## src/rtl/uart_tx_arbiter.sv

```systemverilog
// Round-robin arbiter sharing one UART transmitter among NREQ byte requesters.
// Latches the winner's byte, holds tx_en until tx_done, acks, then enforces an idle gap.
module uart_tx_arbiter #(
  parameter int unsigned NREQ        = 4,
  parameter int unsigned DATA_W      = 8,
  parameter int unsigned IDLE_GAP    = 2,
  parameter int unsigned WDOG_CYCLES = 20000
) (
  input  logic                   clk_100MHz,
  input  logic                   rst,
  input  logic [NREQ-1:0]        req,
  input  logic [NREQ*DATA_W-1:0] data,
  output logic [NREQ-1:0]        grant,
  output logic [NREQ-1:0]        ack,
  output logic                   busy,
  output logic                   timeout,
  output logic                   tx_en,
  output logic [DATA_W-1:0]      tx_din,
  input  logic                   tx_done
);

  localparam int unsigned PtrW = (NREQ > 1) ? $clog2(NREQ) : 1;
  localparam int unsigned WdW  = (WDOG_CYCLES > 1) ? $clog2(WDOG_CYCLES) : 1;
  localparam int unsigned GapW = (IDLE_GAP > 1) ? $clog2(IDLE_GAP) : 1;

  localparam logic [PtrW-1:0] PtrLast = PtrW'(NREQ - 1);
  localparam logic [WdW-1:0]  WdLast  = WdW'(WDOG_CYCLES - 1);
  localparam logic [GapW-1:0] GapLast = GapW'(IDLE_GAP - 1);

  typedef enum logic [1:0] {StIdle, StSend, StGap} state_e;

  state_e            state_q, state_d;
  logic [PtrW-1:0]   ptr_q, ptr_d;
  logic [WdW-1:0]    wdog_q, wdog_d;
  logic [GapW-1:0]   gap_q, gap_d;
  logic              seen_low_q, seen_low_d;
  logic [NREQ-1:0]   grant_q, grant_d;
  logic [NREQ-1:0]   ack_q, ack_d;
  logic              busy_q, busy_d;
  logic              timeout_q, timeout_d;
  logic              tx_en_q, tx_en_d;
  logic [DATA_W-1:0] tx_din_q, tx_din_d;

  logic              found;
  logic [PtrW-1:0]   win;
  logic [PtrW-1:0]   cand;
  logic [DATA_W-1:0] win_data;

  // Scan ptr, ptr+1, ... modulo NREQ; first pending request wins.
  always_comb begin
    found = 1'b0;
    win   = '0;
    cand  = ptr_q;
    for (int i = 0; i < int'(NREQ); i++) begin
      cand = PtrW'((int'(ptr_q) + i) % int'(NREQ));
      if (!found && req[cand]) begin
        found = 1'b1;
        win   = cand;
      end
    end
  end

  always_comb begin
    win_data = '0;
    for (int i = 0; i < int'(NREQ); i++) begin
      if (win == PtrW'(i)) begin
        win_data = data[i*DATA_W +: DATA_W];
      end
    end
  end

  always_comb begin
    state_d    = state_q;
    ptr_d      = ptr_q;
    wdog_d     = wdog_q;
    gap_d      = gap_q;
    seen_low_d = seen_low_q;
    grant_d    = grant_q;
    ack_d      = '0;
    timeout_d  = 1'b0;
    tx_en_d    = tx_en_q;
    tx_din_d   = tx_din_q;

    unique case (state_q)
      StIdle: begin
        if (found) begin
          state_d    = StSend;
          grant_d    = {{(NREQ-1){1'b0}}, 1'b1} << win;
          tx_din_d   = win_data;
          tx_en_d    = 1'b1;
          ptr_d      = (win == PtrLast) ? '0 : win + 1'b1;
          wdog_d     = '0;
          seen_low_d = 1'b0;
        end
      end
      StSend: begin
        // A tx_done left high from the previous frame must not complete this one.
        if (!tx_done) begin
          seen_low_d = 1'b1;
        end
        if (tx_done && seen_low_q) begin
          state_d = StGap;
          tx_en_d = 1'b0;
          ack_d   = grant_q;
          grant_d = '0;
          gap_d   = '0;
        end else if (WDOG_CYCLES != 0 && wdog_q == WdLast) begin
          state_d   = StGap;
          tx_en_d   = 1'b0;
          timeout_d = 1'b1;
          grant_d   = '0;
          gap_d     = '0;
        end else if (WDOG_CYCLES != 0) begin
          wdog_d = wdog_q + 1'b1;
        end
      end
      StGap: begin
        if (gap_q == GapLast) begin
          if (!tx_done) begin
            state_d = StIdle;
          end
        end else begin
          gap_d = gap_q + 1'b1;
        end
      end
      default: state_d = StIdle;
    endcase

    busy_d = (state_d != StIdle);
  end

  always_ff @(posedge clk_100MHz or negedge rst) begin
    if (!rst) begin
      state_q    <= StIdle;
      ptr_q      <= '0;
      wdog_q     <= '0;
      gap_q      <= '0;
      seen_low_q <= 1'b0;
      grant_q    <= '0;
      ack_q      <= '0;
      busy_q     <= 1'b0;
      timeout_q  <= 1'b0;
      tx_en_q    <= 1'b0;
      tx_din_q   <= '0;
    end else begin
      state_q    <= state_d;
      ptr_q      <= ptr_d;
      wdog_q     <= wdog_d;
      gap_q      <= gap_d;
      seen_low_q <= seen_low_d;
      grant_q    <= grant_d;
      ack_q      <= ack_d;
      busy_q     <= busy_d;
      timeout_q  <= timeout_d;
      tx_en_q    <= tx_en_d;
      tx_din_q   <= tx_din_d;
    end
  end

  assign grant   = grant_q;
  assign ack     = ack_q;
  assign busy    = busy_q;
  assign timeout = timeout_q;
  assign tx_en   = tx_en_q;
  assign tx_din  = tx_din_q;

endmodule

```

## config.mk

```make
export PLATFORM = sky130hd
export DESIGN_NAME = uart_tx_arbiter
export DESIGN_NICKNAME = d
export VERILOG_FILES = /design/src/rtl/uart_tx_arbiter.sv
export SDC_FILE = /design/constraint.sdc
export NUM_CORES = 1
export LEC_CHECK = 0
export BUFFER_PORTS_ARGS = -buffer_cell sky130_fd_sc_hd__buf_2
export CORE_MARGIN = 4
export CORE_UTILIZATION = 40
export CTS_BUF_LIST = sky130_fd_sc_hd__clkbuf_4 sky130_fd_sc_hd__clkbuf_8 sky130_fd_sc_hd__clkbuf_16
export DETAILED_ROUTE_END_ITERATION = 8
export GPL_ROUTABILITY_DRIVEN = 0
export HOLD_SLACK_MARGIN = 0.15
export PLACE_DENSITY = 0.6
export SLEW_MARGIN = 20
export SYNTH_ARGS = -nofsm -noshare
export SYNTH_HDL_FRONTEND = slang
export SYNTH_SLANG_ARGS = --single-unit
```

## constraint.sdc

```tcl
create_clock -name clk_100MHz -period 3 [get_ports clk_100MHz]
set_clock_uncertainty 0.2 [all_clocks]
set_input_delay 0 -clock clk_100MHz [delete_from_list [all_inputs] [get_ports clk_100MHz]]
set_output_delay 0 -clock clk_100MHz [all_outputs]
set_load 0.005 [all_outputs]
```

### After elaboration in Yosys (flattened, before gate mapping)

Index checks and enable logic that the tools add are counted.

| storage, ports and cells | value |
|---|---|
| register bits | 40 |
| bits of input ports | 39 |
| output and inout bits | 19 |
| logic and storage cells | 99 |

| cells by class | value |
|---|---|
| add/subtract/negate cells | 6 |
| magnitude comparators | 4 |
| eq/ne operators | 11 |
| shift operators | 1 |
| mux-type cells | 49 |
| reductions and logical operators | 17 |

Operators with widths:

| kind | count |
|---|---|
| $mux W15 | 3 |
| $mux W8 | 4 |
| $pmux W15 S2 | 1 |
| $mux W2 | 10 |
| $mux W4 | 5 |
| $mux W1 | 17 |
| $add A15 B1 Y15 const B | 1 |
| $eq A15 B15 Y1 const B | 1 |
| $lt A2 B3 Y1 const B | 4 |
| $bmux W1 S2 | 4 |
| $ne A2 B2 Y1 const B | 4 |
| $pmux W4 S2 | 1 |
| $eq A2 B2 Y1 const B | 3 |
| $pmux W1 S2 | 3 |
| $pmux W2 S3 | 1 |
| $reduce_and A3 Y1 | 2 |
| $reduce_bool A2 Y1 | 3 |
| $add A2 B1 Y2 const B | 2 |
| $add A2 B2 Y2 const B | 2 |
| $eq A2 B1 Y1 const B | 2 |
| $logic_and A1 B1 Y1 | 4 |
| $logic_not A2 Y1 | 2 |
| $reduce_and A2 Y1 | 2 |
| $reduce_and A4 Y1 | 1 |
| other kinds (4) | 6 |

### Depth between registers and ports, before layout

Gate-level depths: netlist of the first run.

| depth | value |
|---|---|
| depth after elaboration | 17 |
| depth in mapped cells | 11 |

### Worst setup path after synthesis of the first run

OpenSTA, ideal clock, no wires.

| timing | value |
|---|---|
| kind | register to register |
| from | register ptr_q[1] |
| to | register tx_din_q[7] (netlist: tx_din[7]) |
| setup time | 0.127 ns |
| data arrival time | 1.973 ns |
| required time | 2.673 ns |
| slack | 0.700 ns |
| cell stages (with the launch flop) | 10 |
| path buffers | 2 |
| cell sequence | dfrtp_1 mux2i_1 a211o_1 inv_1 ha_1 clkbuf_1 clkbuf_1 a21oi_1 a221oi_1 nor2_1 |

| between the ends | value |
|---|---|
| word-level cells in the longest chain between the ends | 17 |
| elaborated cells on any way between the ends | 34 |
| those cells by class | 3 x add/sub; 3 x eq/ne; 20 x mux; 8 x reduce/logical |

RTL lines:

| item | RTL line | source |
|---|---|---|
| start: declaration | 33 | `logic [PtrW-1:0] ptr_q, ptr_d;` |
| start signal: assignment | 147 | `ptr_q <= ptr_d;` |
| branches (longest 17 deep; another with $add A2 B1 Y2) | -- |  |
| end signal: assignment | 156 | `tx_din_q <= tx_din_d;` |
| end: declaration | 42 | `logic [DATA_W-1:0] tx_din_q, tx_din_d;` |

Parallel ways; which one is timed is not known. The select of a mux whose other input is x is not followed.
A chain may end at the register's enable or synchronous reset.

### Worst setup path after layout of the first run

| timing | value |
|---|---|
| from | register ptr_q[1] |
| to | register tx_din_q[6] (netlist: tx_din[6]) |

The elaborated chain is that of the path after synthesis.

==> results of run 1 <==
## worst max-delay path, cell delays in order (launching register included)
cell,delay (ns)
dfrtp_1,0.44
a21oi_1,0.18
o21a_1,0.13
o22a_1,0.19
inv_1,0.08
ha_2,0.27
a21oi_1,0.17
o21ai_0,0.13
a221oi_2,0.25
dlygate4sd3_1,0.60
nor2_1,0.05
## cells by family after synthesis
| group | after synthesis |
|---|---|
| AND/OR/NAND/NOR | 93 |
| AO/OA/AOI/OAI | 76 |
| flip-flops | 40 |
| buffers and inverters | 31 |
| adder cells (fa/ha/maj) | 5 |
| multiplexers | 2 |
## layout by cell type (no fill, tap or decap), types with 5 or more instances in the layout
cell type      netlist  layout
o21ai_2              6       6
clkbuf_8             1       5
nand2_1             29      29
nor2_1              18      18
a21oi_1             27      27
inv_1               17      17
dfrtp_1             40      40
o21ai_0             13      13
or4_1                5       5
a221oi_1             8       7
nand3_1             11      11
o31ai_1              7       7
dlygate4sd3_1        0      21
buf_2                1      57
## worst max path at each step
| stage | start | end | slack, ns | depth (start not counted) |
|---|---|---|---|---|
| final | ptr_q[1] | tx_din[6] | 0.21 | 10 |
| after global routing | ptr_q[1] | tx_din[6] | 0.03 | 10 |
| after CTS | ptr_q[1] | tx_din[6] | 0.11 | 10 |
| after detailed placement | ptr_q[1] | tx_din[1] | 0.63 | 7 |
| after global placement | ptr_q[1] | tx_din[6] | 0.67 | 7 |
| after floorplan | ptr_q[1] | tx_din[7] | 0.70 | 9 |
## state kept, by name (all words and copies together) (netlist names), 2 cells and up
name and cells:
ack 4, tx_din 8, wdog_q 15, state_q 2, ptr_q 2, grant 4
## cell type report
class	instances	area share (%)
clock buffer	6	2.68
clock inverter	1	0.176
inverter	17	2.24
multi-input combinational	176	38.7
sequential	40	35.2
tap	70	3.08
timing repair buffer	80	17.9
## routing by layer
metal	vias to the layer above	share of wire, %	wire length, microns
met5	-	0	0
met1	987	48	2660
met3	15	4.9	269
met4	0	2.0	112
met2	61	45	2500
li1	1049	-	-
## power by group through the flow
| stage | Combinational (mW) | Sequential, mW | Clock, mW |
|---|---|---|---|
| floorplan | 0.646 | 0.808 | 0 |
| global placement | 0.899 | 0.814 | 0 |
| detailed placement | 0.910 | 0.822 | 0 |
| CTS | 1.02 | 0.812 | 0.363 |
| global route | 1.17 | 0.829 | 0.383 |
| finish | 1.03 | 0.812 | 0.349 |
## stage by stage
| stage | setup WS [ns] | std cells | utilization [%] | area (sq um) |
|---|---|---|---|---|
| 2_1_floorplan | 0.700 | 247 | - | 2220 |
| 3_3_place_gp | 0.675 | 362 | 48.5 | 2540 |
| 3_5_place_dp | 0.631 | 362 | 48.5 | 2540 |
| 4_1_cts | 0.115 | 390 | 54.1 | 2830 |
| 5_1_grt | 0.0302 | 390 | 54.3 | 2850 |
| 6_report | 0.211 | 390 | 54.3 | 2850 |
## what timing repair did
action | 4_1_cts | 5_1_grt
gates resized for setup | 0 | 4
hold buffers | 21 | 0
endpoints found under the hold margin | 56 | 0
endpoints found under the setup margin | 0 | 8
==> flow_metrics.py, run 1 <==
metrics = {
    "clocking": {
        "numClockSinks": 40,
        "cts-root-buf": "clkbuf_8",
        "insertion_delay_ns": 0.29,
        "clkTransAtPathRegs_ns": 0.07,
        "clock_path_buffers": 2,
        "numCtsBuffers": 5,
        "cts_tree": "done",
        "ctsHtreeMaxLevel": 2,
        "cts_setup_buffers": 0,
    },
    "layout": {
        "syn2layout_area_growth_pct": 28.0,
        "multi_input_area_sq_um": 1100,
        "final_nets": 364,
        "diodes": 0,
        "seq_area_sq_um": 1000,
        "nFillCells": 495,
        "drive_gt1_share_pct": 27.2,
    },
    "global_routing": {
        "grt_use_met3_pct": 3.58,
        "grt_max_degree": 41,
        "busiest_layer": "met2",
        "met2_usage_pct": 27.2,
        "grtUsageMet1_pct": 23.0,
        "grt_pass1_vias": 1969,
        "grt_pass1_wl_microns": 9000,
        "grt-ovfl-total": 0,
        "antenna_found_initial": 0,
        "grt_usage_pct": 17.2,
    },
    "yosys": {
        "synth_edf_count": 0,
        "synth_top_family_by_area": "compound AO/OA/AOI/OAI gates",
        "yosys_warnings": 0,
        "muxShareOfSynthArea_pct": 0.900,
        "synth_common_cells": "dfrtp_1, nand2_1, a21oi_1",
        "synth_area_leaders": "dfrtp_1, a21oi_1, nand2_1, a221oi_1, nor2_1",
        "synthArstFlopShare_pct": 100,
        "syn_nets": 291,
        "synthFlopType": "dfrtp_1",
        "synth_simple_gate_area_share_pct": 22.4,
        "synth-seq-cells": 40,
        "synth_top_area_share_pct": 45.0,
        "yosys.area.top_type": "dfrtp_1",
        "netlist_area_sq_um": 2220,
        "syn_area_per_cell_sq_um": 9.01,
        "ys_types": 47,
        "yosysMostFrequentCell": "dfrtp_1",
        "yosysSeqAreaShare_pct": 45.0,
        "synth_xor_area_share_pct": 0,
        "synth-adder-area-share_pct": 2.81,
        "syn_inst": 247,
        "synth-compound-area-share_pct": 22.8,
    },
    "min_path": {
        "worstHoldPathType": "primary input to asynchronous set/reset pin",
    },
    "die": {
        "ios": 58,
        "dieHeight_microns": 82.6,
        "design.core.area_sq_um": 5240,
        "die_w_microns": 82.6,
        "rows": 26,
        "start_util_pct": 42.5,
        "die_area_sq_um": 6820,
    },
    "worst_setup_path": {
        "end_kind": "flip-flop",
        "r2r-start": "ptr_q[1]",
        "start_kind": "flip-flop",
        "critPathRequiredTime_ns": 2.98,
        "r2r_slack_ns": 0.21,
        "rr_endpoint": "tx_din[6]",
        "rr_worst_depth": 10,
        "critPathArrivalTime_ns": 2.77,
        "worst-setup-path-type": "flip-flop to flip-flop",
        "crit_fanout": 17,
    },
    "flow_run": {
        "drv_cap": 0,
    },
    "detailed_routing": {
        "vias": 2112,
        "dr.first_iter.drc_count": 126,
        "drc": 0,
        "ant_nets": 0,
        "wire_per_inst_microns": 14.2,
        "dr.pass1.iters": 4,
        "routed_wl_microns": 5540,
        "viasPerCell": 5.42,
    },
    "power": {
        "power.density_nw_per_um2": 770,
        "internal_power_mw": 1.32,
        "seqPwrFrac_pct": 37.0,
        "total_power_mw": 2.19,
        "ir_drop_uv": 583,
        "comb_power_share_pct": 47.1,
        "cellLeakagePower_nw": 1.33,
        "p_sw_mw": 0.876,
        "swShare_pct": 40.0,
        "pwr-share-clk_pct": 15.9,
    },
    "timing": {
        "hold_viol": 0,
        "hold_ws_ns": 0.174,
        "fin_crit_ns": 2.79,
        "slew_violations": 0,
        "worst_pin_slew_ns": 0.898,
        "period_share_pct": 93.0,
        "slew_headroom_pct": 40.2,
        "setup_viol": 0,
        "timing.setup.tns_ns": 0,
        "rsz0062_at_grt": "no",
        "fmax_mhz": 359,
    },
    "run_status": {
        "status": "finished, final reports clean",
    },
    "placement": {
        "hpwl_microns": 3800,
        "portBuffers": 57,
    },
}
No activity file was read; power rests on OpenSTA's default activity.
==> inputs of run 2 (changes only) <==
==> constraint.sdc (replaced) <==
create_clock -name clk_100MHz -period 3.5 [get_ports clk_100MHz]
set_clock_uncertainty 0.2 [all_clocks]
set_input_delay 0 -clock clk_100MHz [delete_from_list [all_inputs] [get_ports clk_100MHz]]
set_output_delay 0 -clock clk_100MHz [all_outputs]
set_load 0.005 [all_outputs]
==> run 2 against run 1 <==
  * Cell count stayed put
  * Register-to-register slack gained 0.28 ns
  * Flip-flop and latch count stayed put
  * Clock-buffer cell count unchanged
  * Global-route usage increased by 0.92 points
==> flow_metrics.py, run 2 (synthesis results as in run 1) <==
metrics = {
    "layout": {
        "largest_reg_flops": 15,
        "final_nets": 364,
        "diodes": 0,
        "syn2layout_area_growth_pct": 27.4,
        "utilization_pct": 54.1,
        "drive_gt1_share_pct": 25.6,
        "layout_commonest_cell": "buf_2",
        "largest_register": "wdog_q",
        "nFillCells": 494,
        "final_cell_mix": "buf_2, dfrtp_1, nand2_1",
    },
    "worst_setup_path": {
        "critical-path-max-stage-delay_ns": 0.60,
        "end_kind": "flip-flop",
        "critPathRequiredTime_ns": 3.49,
        "path_buf_inv": 2,
        "crit_fanout": 17,
        "crit_chain": "mux2i_1 -> a211o_1 -> inv_1 -> ha_1 -> o21ai_0 -> a221oi_1 -> dlygate4sd3_1 -> nor2_1",
        "critPathArrivalTime_ns": 2.99,
        "start_kind": "flip-flop",
        "worst-setup-path-type": "flip-flop to flip-flop",
        "crit_slowest_cell": "dlygate4sd3_1",
        "cpLargestDelayFamily": "compound AO/OA/AOI/OAI gates",
    },
    "detailed_routing": {
        "drc": 0,
        "wire_per_inst_microns": 14.5,
        "viasPerCell": 5.27,
        "vias": 2054,
        "dr.first_iter.drc_count": 89,
        "dr.pass1.iters": 4,
        "ant_nets": 0,
        "routed_wl_microns": 5670,
    },
    "timing": {
        "slew_violations": 0,
        "setup_slack_ns": 0.495,
        "setup_viol": 0,
        "timing.setup.tns_ns": 0,
        "period_share_pct": 85.8,
        "fin_crit_ns": 3.00,
        "rsz0062_at_grt": "no",
        "slew_headroom_pct": 42.1,
        "fmax_mhz": 333,
        "worst_pin_slew_ns": 0.869,
        "hold_viol": 0,
    },
    "power": {
        "power.density_nw_per_um2": 666,
        "cellLeakagePower_nw": 1.33,
        "ir_drop_uv": 575,
    },
    "clocking": {
        "ctsHtreeMaxLevel": 2,
        "clkTransAtPathRegs_ns": 0.08,
        "numClockSinks": 40,
        "clock_path_buffers": 2,
        "ctsResizeCount": 0,
        "numCtsBuffers": 5,
        "ctsHoldBuffers": 22,
        "cts_setup_buffers": 0,
        "insertion_delay_ns": 0.29,
        "cts-root-buf": "clkbuf_8",
        "cts_tree": "done",
    },
    "die": {
        "design.core.area_sq_um": 5240,
        "start_util_pct": 42.5,
        "rows": 26,
        "dieHeight_microns": 82.6,
        "die_w_microns": 82.6,
        "ios": 58,
        "die_area_sq_um": 6820,
    },
    "run_status": {
        "status": "finished, final reports clean",
    },
    "global_routing": {
        "grt_pass1_vias": 2018,
        "grt_max_degree": 41,
        "grt_usage_pct": 18.1,
        "grt-ovfl-total": 0,
        "grt_pass1_wl_microns": 9520,
        "antenna_found_initial": 0,
    },
    "flow_run": {
        "drv_cap": 0,
    },
    "placement": {
        "dp_slack_ns": 1.07,
        "hpwl_microns": 3900,
        "portBuffers": 57,
    },
    "min_path": {
        "worstHoldPathType": "primary input to asynchronous set/reset pin",
    },
}
run 2: cell count changes in the layout (fill, tap and decap cells not counted):
cell           previous run  this run
ha_1                      2         5
dlygate4sd3_1            21        22
buf_4                     2         1
a221oi_2                  1         0
a221oi_1                  7         8
ha_2                      3         0
run 2: worst paths after layout:
| path | startpoint | to | slack, ns | cells past startpoint |
|---|---|---|---|---|
| worst max-delay path | ptr_q[1] | tx_din[1] | 0.50 | 8 |
| worst min-delay path | rst | tx_din[4] | 0.16 | 2 |
| worst max register to register | ptr_q[1] | tx_din[1] | 0.50 | 8 |
| worst min register to register | wdog_q[14] | wdog_q[14] | 0.28 | 1 |
| max in group asynchronous | rst | wdog_q[9] | 2.39 | 2 |
| min in group clk_100MHz | req[1] | ptr_q[1] | 0.23 | 6 |
run 2: cell type report:
type                       count  area (sq um)  area share [%]
clock buffer                   6          76.3            2.69
sequential                    40          1000            35.3
timing repair buffer          80           513            18.1
inverter                      17          63.8            2.25
clock inverter                 1          5.00           0.177
tap                           70          87.6            3.09
multi-input combinational    176          1090            38.4
run 2: worst register-to-register path: cells and delay by family (launching register included):
family	cells	cell delay, ns
fa+ha+maj	1	0.48
buf+inv	2	0.70
flops	1	0.46
mux	1	0.15
simple gates	1	0.05
compound gates	3	0.86
run 2: metal layers:
layer | global-route usage [%] | share of wire [%] | vias up
met4 | 6.21 | 1.1 | 0
li1 | - | - | 1036
met1 | 24.0 | 49 | 969
met5 | 0 | 0 | -
met3 | 3.47 | 4.7 | 7
met2 | 29.6 | 45 | 42
run 2: per-stage QoR:
step / cell area, sq um / total power, mW / instances / hold WS (ns)
global route: 2840 / 2.06 / 390 / 0.238
detailed placement: 2530 / 1.49 / 361 / -0.0250
floorplan: 2220 / 1.25 / 247 / -0.496
CTS: 2840 / 1.89 / 390 / 0.204
global placement: 2530 / 1.48 / 361 / -0.0261
finish: 2840 / 1.89 / 390 / 0.159
run 2: where the power goes:
group / total [mW] / leakage (nW) / internal [mW] / switching, mW
registers: 0.698 / 0.513 / 0.597 / 0.101
logic: 0.891 / 0.768 / 0.391 / 0.501
clock network: 0.300 / 0.0445 / 0.143 / 0.156
total: 1.89 / 1.33 / 1.13 / 0.758
==> inputs of run 3 (changes only) <==
--- a/config.mk
+++ b/config.mk
@@ -6,11 +6,12 @@
 export NUM_CORES = 1
 export LEC_CHECK = 0
 export BUFFER_PORTS_ARGS = -buffer_cell sky130_fd_sc_hd__buf_2
+export CORE_ASPECT_RATIO = 1.5
 export CORE_MARGIN = 4
 export CORE_UTILIZATION = 40
 export CTS_BUF_LIST = sky130_fd_sc_hd__clkbuf_4 sky130_fd_sc_hd__clkbuf_8 sky130_fd_sc_hd__clkbuf_16
 export DETAILED_ROUTE_END_ITERATION = 8
-export GPL_ROUTABILITY_DRIVEN = 0
+export GPL_ROUTABILITY_DRIVEN = 1
 export HOLD_SLACK_MARGIN = 0.15
 export PLACE_DENSITY = 0.6
 export SLEW_MARGIN = 20
==> run 3 against run 2 <==
  * First-iteration DRC count is 38% lower
  * Via count is 3.3% higher
  * Clock-buffer cell count stayed put
  * Non-clock buffer count is 1 lower
  * Register-to-register slack hardly changed
  * Hold slack better by 0.012 ns
  * Combinational power is 0.9% lower
  * Core utilization is 1.7 points lower
  * Total power is 3.7% higher
  * Sequential share of layout area is 0.25 points lower
  * Largest cell class unchanged
==> flow_metrics.py, run 3 (synthesis results as in run 1) <==
metrics = {
    "run_status": {
        "status": "finished, final reports clean",
    },
    "layout": {
        "final_cell_mix": "buf_2, dfrtp_1, nand2_1",
        "final_nets": 363,
        "largest_register": "wdog_q",
        "nFillCells": 528,
        "utilization_pct": 52.4,
        "fin_cells": 390,
        "drive_gt1_share_pct": 25.9,
        "layout_commonest_cell": "buf_2",
        "diodes": 0,
        "fin_area_sq_um": 2860,
        "syn2layout_area_growth_pct": 28.3,
        "largest_reg_flops": 15,
    },
    "power": {
        "seqPwrFrac_pct": 35.5,
        "total_power_mw": 1.96,
        "p_sw_mw": 0.762,
        "pwr-share-clk_pct": 19.4,
        "comb_power_share_pct": 45.1,
        "cellLeakagePower_nw": 1.34,
        "swShare_pct": 38.9,
        "ir_drop_uv": 327,
        "internal_power_mw": 1.20,
        "power.density_nw_per_um2": 686,
    },
    "timing": {
        "slew_headroom_pct": 40.4,
        "hold_viol": 0,
        "rsz0062_at_grt": "no",
        "setup_viol": 0,
        "worst_pin_slew_ns": 0.895,
        "slew_violations": 0,
        "period_share_pct": 85.6,
        "fmax_mhz": 334,
        "timing.setup.tns_ns": 0,
        "fin_crit_ns": 3.00,
    },
    "placement": {
        "portBuffers": 57,
        "dp.cells": 361,
        "gp_congestion": 0.788,
        "hpwl_microns": 3920,
        "placed_area_sq_um": 2530,
    },
    "die": {
        "dieHeight_microns": 99.3,
        "die_w_microns": 68.9,
        "ios": 58,
        "design.core.area_sq_um": 5450,
        "start_util_pct": 40.8,
        "die_area_sq_um": 6840,
        "rows": 33,
    },
    "global_routing": {
        "grt_max_degree": 41,
        "grt_usage_pct": 17.6,
        "grt-ovfl-total": 0,
        "antenna_found_initial": 0,
        "grt_pass1_wl_microns": 9430,
        "grt_pass1_vias": 2143,
    },
    "clocking": {
        "clock_path_buffers": 2,
        "insertion_delay_ns": 0.29,
        "numClockSinks": 40,
        "ctsHoldBuffers": 21,
        "cts-root-buf": "clkbuf_8",
        "ctsResizeCount": 0,
        "cts_setup_buffers": 0,
        "ctsHtreeMaxLevel": 2,
        "cts_tree": "done",
        "clkTransAtPathRegs_ns": 0.08,
        "numCtsBuffers": 5,
    },
    "worst_setup_path": {
        "crit_fanout": 17,
        "r2r_slack_ns": 0.50,
        "rr_endpoint": "tx_din[7]",
        "crit_start": "ptr_q[1]",
        "rr_worst_depth": 8,
        "critPathRequiredTime_ns": 3.49,
        "crit_path_end": "tx_din[7]",
        "critPathArrivalTime_ns": 2.98,
        "start_kind": "flip-flop",
        "r2r-start": "ptr_q[1]",
        "worst-setup-path-type": "flip-flop to flip-flop",
        "end_kind": "flip-flop",
    },
    "detailed_routing": {
        "wire_per_inst_microns": 14.6,
        "dr.first_iter.drc_count": 55,
        "viasPerCell": 5.44,
        "ant_nets": 0,
        "drc": 0,
        "routed_wl_microns": 5710,
        "vias": 2121,
        "dr.pass1.iters": 5,
    },
    "flow_run": {
        "drv_cap": 0,
    },
    "min_path": {
        "worstHoldPathType": "primary input to asynchronous set/reset pin",
    },
}
==> run 3: changes by cell type in the layout (fill, tap and decap cells not counted), sizes merged <==
cell	delta
bufinv	+1
dlygate4sd3	-1
==> run 3: layer usage <==
layer | up-vias | global-route usage [%] | share of wire [%] | routed length, microns
met2 | 66 | 33.8 | 54 | 3070
met3 | 7 | 3.16 | 5.2 | 296
met4 | 0 | 4.95 | 0.96 | 55
met1 | 1010 | 18.6 | 40 | 2290
li1 | 1038 | - | - | -
met5 | - | 0 | 0 | 0
==> run 3: worst min path at each step <==
stage,from,slack (ns),cells after the start,end
6_report,rst,0.17,2,tx_din[1]
4_1_cts,rst,0.21,2,ack[1]
2_1_floorplan,rst,-0.50,0,ack[0]
3_3_place_gp,rst,-0.02,1,tx_din[6]
3_5_place_dp,rst,-0.008,1,ack[1]
5_1_grt,rst,0.26,2,grant[3]
==> run 3: cell type report <==
class	count	area, sq um	area share (%)
clock buffer	6	76.3	2.67
clock inverter	2	35.0	1.23
inverter	17	63.8	2.23
multi-input combinational	176	1090	38.1
sequential	40	1000	35.1
tap	70	87.6	3.07
timing repair buffer	79	503	17.6
==> run 3: metrics by stage <==
stage	worst slack, ns	hold slack, ns
5_1_grt	0.312	0.258
2_1_floorplan	1.20	-0.496
6_report	0.505	0.171
3_5_place_dp	1.09	-0.00753
4_1_cts	0.579	0.212
3_3_place_gp	1.12	-0.0157
==> run 3: power by group through the flow <==
stage	Sequential (mW)	Clock, mW	Combinational (mW)
global placement	0.701	0	0.778
finish	0.695	0.381	0.883
floorplan	0.693	0	0.554
detailed placement	0.704	0	0.792
global route	0.714	0.417	1.00
CTS	0.695	0.394	0.885
==> run 3: worst max-delay path, stage by stage (launching register included) <==
cell and delay [ns]:
dfrtp_1 0.45, mux2i_1 0.14, a211o_1 0.35, inv_1 0.10, ha_1 0.50, o21ai_0 0.21, a221oi_1 0.29, dlygate4sd3_1 0.60
nor2_1 0.05
